[src/rtl/fir_engine_pkg.sv]
// fir_engine_pkg: shared widths, depths and sizing helpers for the FIR-to-DAC path
package fir_engine_pkg;
  localparam int DacDataWidth = 12;
  localparam int DacDepth = 4;
  function automatic int levelWidth(input int depth);
    return $clog2(depth) + 1;
  endfunction
endpackage

[src/rtl/dac_sample_fifo.sv]
// dac_sample_fifo: FIR-to-I2S sample buffer with sticky overflow/underrun flags
// DAC_FIFO_ZERO_ON_UNDERRUN_EN: mute on underrun instead of repeating the last sample
module dac_sample_fifo
  import fir_engine_pkg::*;
#(
  parameter int DataWidth = DacDataWidth,
  parameter int Depth = DacDepth
) (
  input  logic                          clk,
  input  logic                          reset,
  input  logic [DataWidth-1:0]          inData,
  input  logic                          inValid,
  input  logic                          outReady,
  output logic [DataWidth-1:0]          outData,
  output logic                          outValid,
  output logic [levelWidth(Depth)-1:0]  level,
  output logic                          full,
  output logic                          empty,
  output logic                          overflow,
  output logic                          underrun,
  input  logic                          clearFlags
);
  localparam int LevelW = levelWidth(Depth);
  localparam int PtrW = $clog2(Depth);
  logic [DataWidth-1:0] mem [Depth];
  logic [PtrW-1:0] wrPtr, rdPtr;
  logic doWrite, doRead, overflowSet, underrunSet;
  logic [DataWidth-1:0] underrunValue;
  assign full = level == LevelW'(Depth);
  assign empty = level == '0;
`ifdef DAC_FIFO_ZERO_ON_UNDERRUN_EN
  assign underrunValue = '0;
`else
  assign underrunValue = outData;
`endif
  // A full FIFO still accepts a write when a read frees a slot on the same edge
  always_comb begin
    doRead = outReady && !empty;
    doWrite = inValid && (!full || outReady);
    overflowSet = inValid && full && !outReady;
    underrunSet = outReady && empty;
  end
  always_ff @(posedge clk)
    if (doWrite && !reset) mem[wrPtr] <= inData;
  always_ff @(posedge clk) begin
    if (reset) begin
      wrPtr <= '0;
      rdPtr <= '0;
      level <= '0;
      outData <= '0;
      outValid <= 1'b0;
      overflow <= 1'b0;
      underrun <= 1'b0;
    end else begin
      wrPtr <= doWrite ? wrPtr + 1'b1 : wrPtr;
      rdPtr <= doRead ? rdPtr + 1'b1 : rdPtr;
      level <= level + LevelW'(doWrite) - LevelW'(doRead);
      outData <= doRead ? mem[rdPtr] : (outReady ? underrunValue : outData);
      outValid <= outReady;
      overflow <= clearFlags ? 1'b0 : (overflow | overflowSet);
      underrun <= clearFlags ? 1'b0 : (underrun | underrunSet);
    end
  end
endmodule

[config.mk]
export PLATFORM = sky130hd
export DESIGN_NAME = dac_sample_fifo
export DESIGN_NICKNAME = d
export VERILOG_FILES = /design/src/rtl/fir_engine_pkg.sv /design/src/rtl/dac_sample_fifo.sv
export SDC_FILE = /design/constraint.sdc
export NUM_CORES = 1
export LEC_CHECK = 0
export CORE_MARGIN = 2
export CORE_UTILIZATION = 40
export DETAILED_ROUTE_END_ITERATION = 8
export PLACE_DENSITY = 0.64
export SYNTH_ARGS = -nofsm -noshare
export SYNTH_HDL_FRONTEND = slang
export SYNTH_SLANG_ARGS = --single-unit
[constraint.sdc]
create_clock -name clk -period 2.4 [get_ports clk]
set_input_delay 0.48 -clock clk [delete_from_list [all_inputs] [get_ports clk]]
set_output_delay 0.48 -clock clk [all_outputs]
set_load 0.01 [all_outputs]
# Yosys cells after proc, flatten, opt, wreduce, memory -nomap -nowiden

Memories as Yosys holds them, arrays and structs flattened. A register that Yosys moved wholly into a read port is not among the register bits.
Cells that the tools add are included.

Memory bits (writable): 48
Flip-flop bits (word level): 10
Input port bits: 17
Output and inout bits: 20
Logic and storage cells: 29
Memories: 1

Memories:

| memory | words | bits a word | rd ports | clocked after memory_dff | write ports | RTL line              | text |
|---|---|---|---|---|---|---|---|
| mem    | 4     | 12          | 1        | 1                        | 1           | dac_sample_fifo.sv:25 | `logic [DataWidth-1:0] mem [Depth];` |

Bitwise gates (word level): 2
$add $sub $neg: 4
Reductions and logical operators: 13
Muxes and demuxes: 2
Equal/unequal tests: 1

Operator list:

| kind                                                          | count |
|---|---|
| 1-bit logical AND                                             | 6 |
| 2-bit by 1-bit adder with 2-bit output, second input constant | 2 |
| 1-bit logical NOT                                             | 4 |
| 3-bit by 1-bit adder with 3-bit output                        | 1 |
| 3-bit == test, second input constant                          | 1 |
| 3-bit logical NOT                                             | 1 |
| 3-bit by 1-bit subtractor with 3-bit output                   | 1 |
| 1-bit two-way mux                                             | 2 |
| 1-bit bitwise OR                                              | 2 |
| 2-bit OR reduction                                            | 1 |
| 1-bit logical OR                                              | 1 |

# Longest topological paths before layout

Depth in word-level cells: 7
Mapped depth: 11
Gate-level depth less buffers: 10

# Least setup slack after synthesis

No wires, ideal clock.

Path type: flip-flop to flip-flop
Start point: register level[1]
End point: memory mem[2][0] (netlist bit) (enable)
Setup slack: 0.058 ns
Setup time: 0.399 ns
Cell stages (with the launch flop): 6
Path buffers: 1
Period minus slack after synthesis: 2.342 ns
Required time: 2.001 ns
Data arrival time: 1.943 ns
Path through: dfxtp_1 buf_2 nor4b_2 nor2b_1 inv_1 nor3b_1

Word-level cells in the longest chain between the ends: 7

Ends and longest elaborated chain:

| item                                    | RTL line              | text |
|---|---|---|
| from (decl)                             | dac_sample_fifo.sv:16 | `output logic [levelWidth(Depth)-1:0] level,` |
| from (signal assigned)                  | dac_sample_fifo.sv:57 | `level <= level + LevelW'(doWrite) - LevelW'(doRead);` |
| 3-bit == test                           | dac_sample_fifo.sv:29 | `assign full = level == LevelW'(Depth);` |
| 1-bit logical NOT                       | dac_sample_fifo.sv:39 | `doWrite = inValid && (!full \|\| outReady);` |
| 1-bit logical OR                        | dac_sample_fifo.sv:39 |  |
| 1-bit logical AND                       | dac_sample_fifo.sv:39 |  |
| 1-bit logical AND                       | dac_sample_fifo.sv:44 | `if (doWrite && !reset) mem[wrPtr] <= inData;` |
| 1-bit two-way mux                       | dac_sample_fifo.sv:44 |  |
| 1-bit two-way mux (not written as such) | dac_sample_fifo.sv:44 |  |
| to (decl)                               | dac_sample_fifo.sv:25 |  |

No other way between the ends.

# Final worst setup path

Start point: input port outReady
End point: register level[2]

Word-level cells in the longest chain between the ends: 4
Elaborated cells between the ends (all ways): 5
Those cells by class: 2 x add/sub; 3 x reduce/logical

Ends and longest elaborated chain:

| item                                            | RTL line              | text |
|---|---|---|
| from (decl)                                     | dac_sample_fifo.sv:13 | `input logic outReady,` |
| 1-bit logical OR                                | dac_sample_fifo.sv:39 |  |
| 1-bit logical AND                               | dac_sample_fifo.sv:39 |  |
| 3-bit by 1-bit adder with 3-bit output          | dac_sample_fifo.sv:57 |  |
| 3-bit by 1-bit subtractor with 3-bit output (*) | dac_sample_fifo.sv:57 |  |

Every way passes the cells marked *; elsewhere a longest branch is shown, timed or not.
A chain may end at the register's enable or synchronous reset.

==> results.cfg <==
[outcome]
status = finished with violations
violations = design-rule violations

[clocking]
cts_tree = done
clkTransAtPathRegs_ns = 0.07
cts_sinks = 70
cts_buffer_depth = 2
cts_hold_buf = 0
worstSkewPairLatency_ns = 0.34
post-cts-setup-buffer-count = 0
root_buffer = clkbuf_8
cts_max_level = 3
cts_resized = 0
cts_inserted_buffers = 9

[layout]
area_growth_syn_to_layout_pct = 27.72
utilization_pct = 53.22
final_common_cell = edfxtp_1
nFillCells = 509
layout-drive-gt1-share_pct = 21.26
nNetsFinal = 226
antenna_cells = 0
final_cell_mix = edfxtp_1, clkdlybuf4s50_1, dfxtp_1, buf_4, a22o_1

[yosys]
yosysTopAreaCellShare_pct = 53.86
syn_avg_cell_area_um2 = 18.21
synthFlopType = edfxtp_1
synth.area.top_cells = edfxtp_1, dfxtp_1, mux4_2, mux4_1, a22o_1
ys_types = 29
async_reset_ff_share_pct = 0
yosysWarnings = 0
synth_edf_count = 48
syn-num-nets = 171
syn-instance-count = 147
synth_seq_area_share_pct = 70.31
synth_area_um2 = 2676
ys_seq_elements = 70
yosysTopAreaCell = edfxtp_1

[timing]
worst_pin_slew_ns = 1.106
fin_crit_sh_pct = 96.08
max_freq_mhz = 433.7
maxSlewViolCount = 0
finalHoldViolCount = 0
skew_ns = 0.004730
fin_crit_ns = 2.306
relSlewSlack_pct = 26.11
timing.hold.ws_ns = 0.4768
setup_viol = 0
worst_slack_ns = 0.09401
rsz0062_at_grt = no

[pwr]
power.total_w = 0.003324
p_per_area_nw_per_um2 = 972.4
ir_worst_vdd_mv = 0.3998
leakage_nw = 1.190

[route]
wire_per_inst_um = 17.12
met2_length_mm = 2.627
top_layer = met4
dr.first_iter.drc_count = 45
drc_errors = 1
vias = 1452
drt_wl_total_mm = 4.863
first_pass_iters = 8
via_per_inst = 5.113
wl_met1_mm = 1.926
ant_nets = 0
wl_met3_um = 152

[placement]
gp_congestion = 0.7442
numPortBuffers = 36
place_ws_ns = -0.3042
dpl.hpwl_mm = 3.323

[worst_setup_path]
crit_path_start = outReady
path_buf_inv = 3
worst_ep_required_time_ns = 2.63
slowest_delay_ns = 0.51
crit_slowest_cell = clkdlybuf4s50_1
r2r_slack_ns = 0.18
end_kind = flip-flop
start_kind = input port
worstSetupPathType = input port to flip-flop
critPathMaxFanout = 2
path_cells = clkdlybuf4s50_1, nor4b_2, nor2b_1, inv_1, ha_1, inv_1, ha_1, fa_1, xnor2_1, xnor2_1, nor2_1
worstPathArrival_ns = 2.54
crit_family = adder cells
r2r_start = level[1]

[global_route]
antenna_found_initial = 0
grt_pass1_vias = 1548
grt_pass1_wl_mm = 7.762
grt_util_all_layers_pct = 14.80
grt_max_degree = 17
overflow = 0

[floorplanning]
die-area_um2 = 7361
core_um2 = 6422
num_rows = 29
chipHeight_um = 85.80
io_pins = 37
chipWidth_um = 85.80
start_util_pct = 41.67

[min_path]
worstHoldStart = outData[3]
hp-class = flip-flop to flip-flop

[flow_run]
cap_violations = 0
[area by class of cell]
| cell class | count | area [um^2] | share of cell area [%] |
|---|---|---|---|
| clock buffers | 12 | 135.1 | 3.953 |
| multi-input cells | 63 | 730.7 | 21.38 |
| inverters | 6 | 22.52 | 0.6589 |
| flip-flops and latches | 70 | 1882 | 55.05 |
| clock inverters | 4 | 71.32 | 2.086 |
| repair buffers | 52 | 480.5 | 14.06 |
| well taps | 77 | 96.34 | 2.818 |
[routing by layer]
| layer | vias to the layer above | track usage (%) |
|---|---|---|
| met5 | - | 0 |
| met4 | 0 | 9.091 |
| met3 | 14 | 4.331 |
| met2 | 22 | 25.78 |
| met1 | 733 | 15.77 |
| li1 | 683 | - |
[final timing paths]
check                     to  cells after the start
hold / removal    outData[3]                      1
hold reg to reg   outData[3]                      1
setup reg to reg    level[2]                     10
setup / recovery    level[2]                     11
[synth_stat cells, types with 2 or more instances]
master    instances
edfxtp_1         48
inv_1             6
a22o_1           12
mux4_1            4
nor2b_1           5
nand2b_1          2
nor2_1            5
nor3_1            2
mux4_2            8
dfxtp_1          22
nor3b_1           5
ha_1              6
a21oi_1           2
xnor2_1           3
buf_2             3
[sequential cells by signal (all words and copies together) (netlist names)]
register  flops
mem          48
outData      12
level         3
rdPtr         2
wrPtr         2
outValid      1
overflow      1
underrun      1
[worst register-to-register path: cells and delay by family, from the launching register on]
family        cells  cell delay [ns]
xor+xnor          2             0.31
fa+ha+maj         3             0.83
buf+inv           2             0.12
flops             1             0.51
simple gates      3             0.33
[power by group]
| part | switching (W) | internal, W | total, W |
|---|---|---|---|
| sequential | 0.000107 | 0.00142 | 0.00152 |
| combinational | 0.000335 | 0.000477 | 0.000812 |
| clock | 0.000407 | 0.000583 | 0.000990 |
| total | 0.000849 | 0.00247 | 0.00332 |
[logic make-up after synthesis]
group | Yosys count | synth area share (%)
AOI/OAI and AO/OA | 16 | 4.956
xor gates and xnor gates | 4 | 1.309
adders and majority gates | 7 | 3.553
buffers and inverters | 14 | 3.132
DFF | 70 | 70.31
muxes | 14 | 11.45
and+or+nand+nor | 22 | 5.283
[stage by stage]
stage	cell area (um^2)	cells	TNS, ns
global route	3418	284	0
detailed placement	3204	267	-2.056
finish	3418	284	0
global placement	3204	267	-0.4018
floorplan	2676	147	0
CTS	3411	283	0
Note: power is estimated with default switching activity, not from simulation.
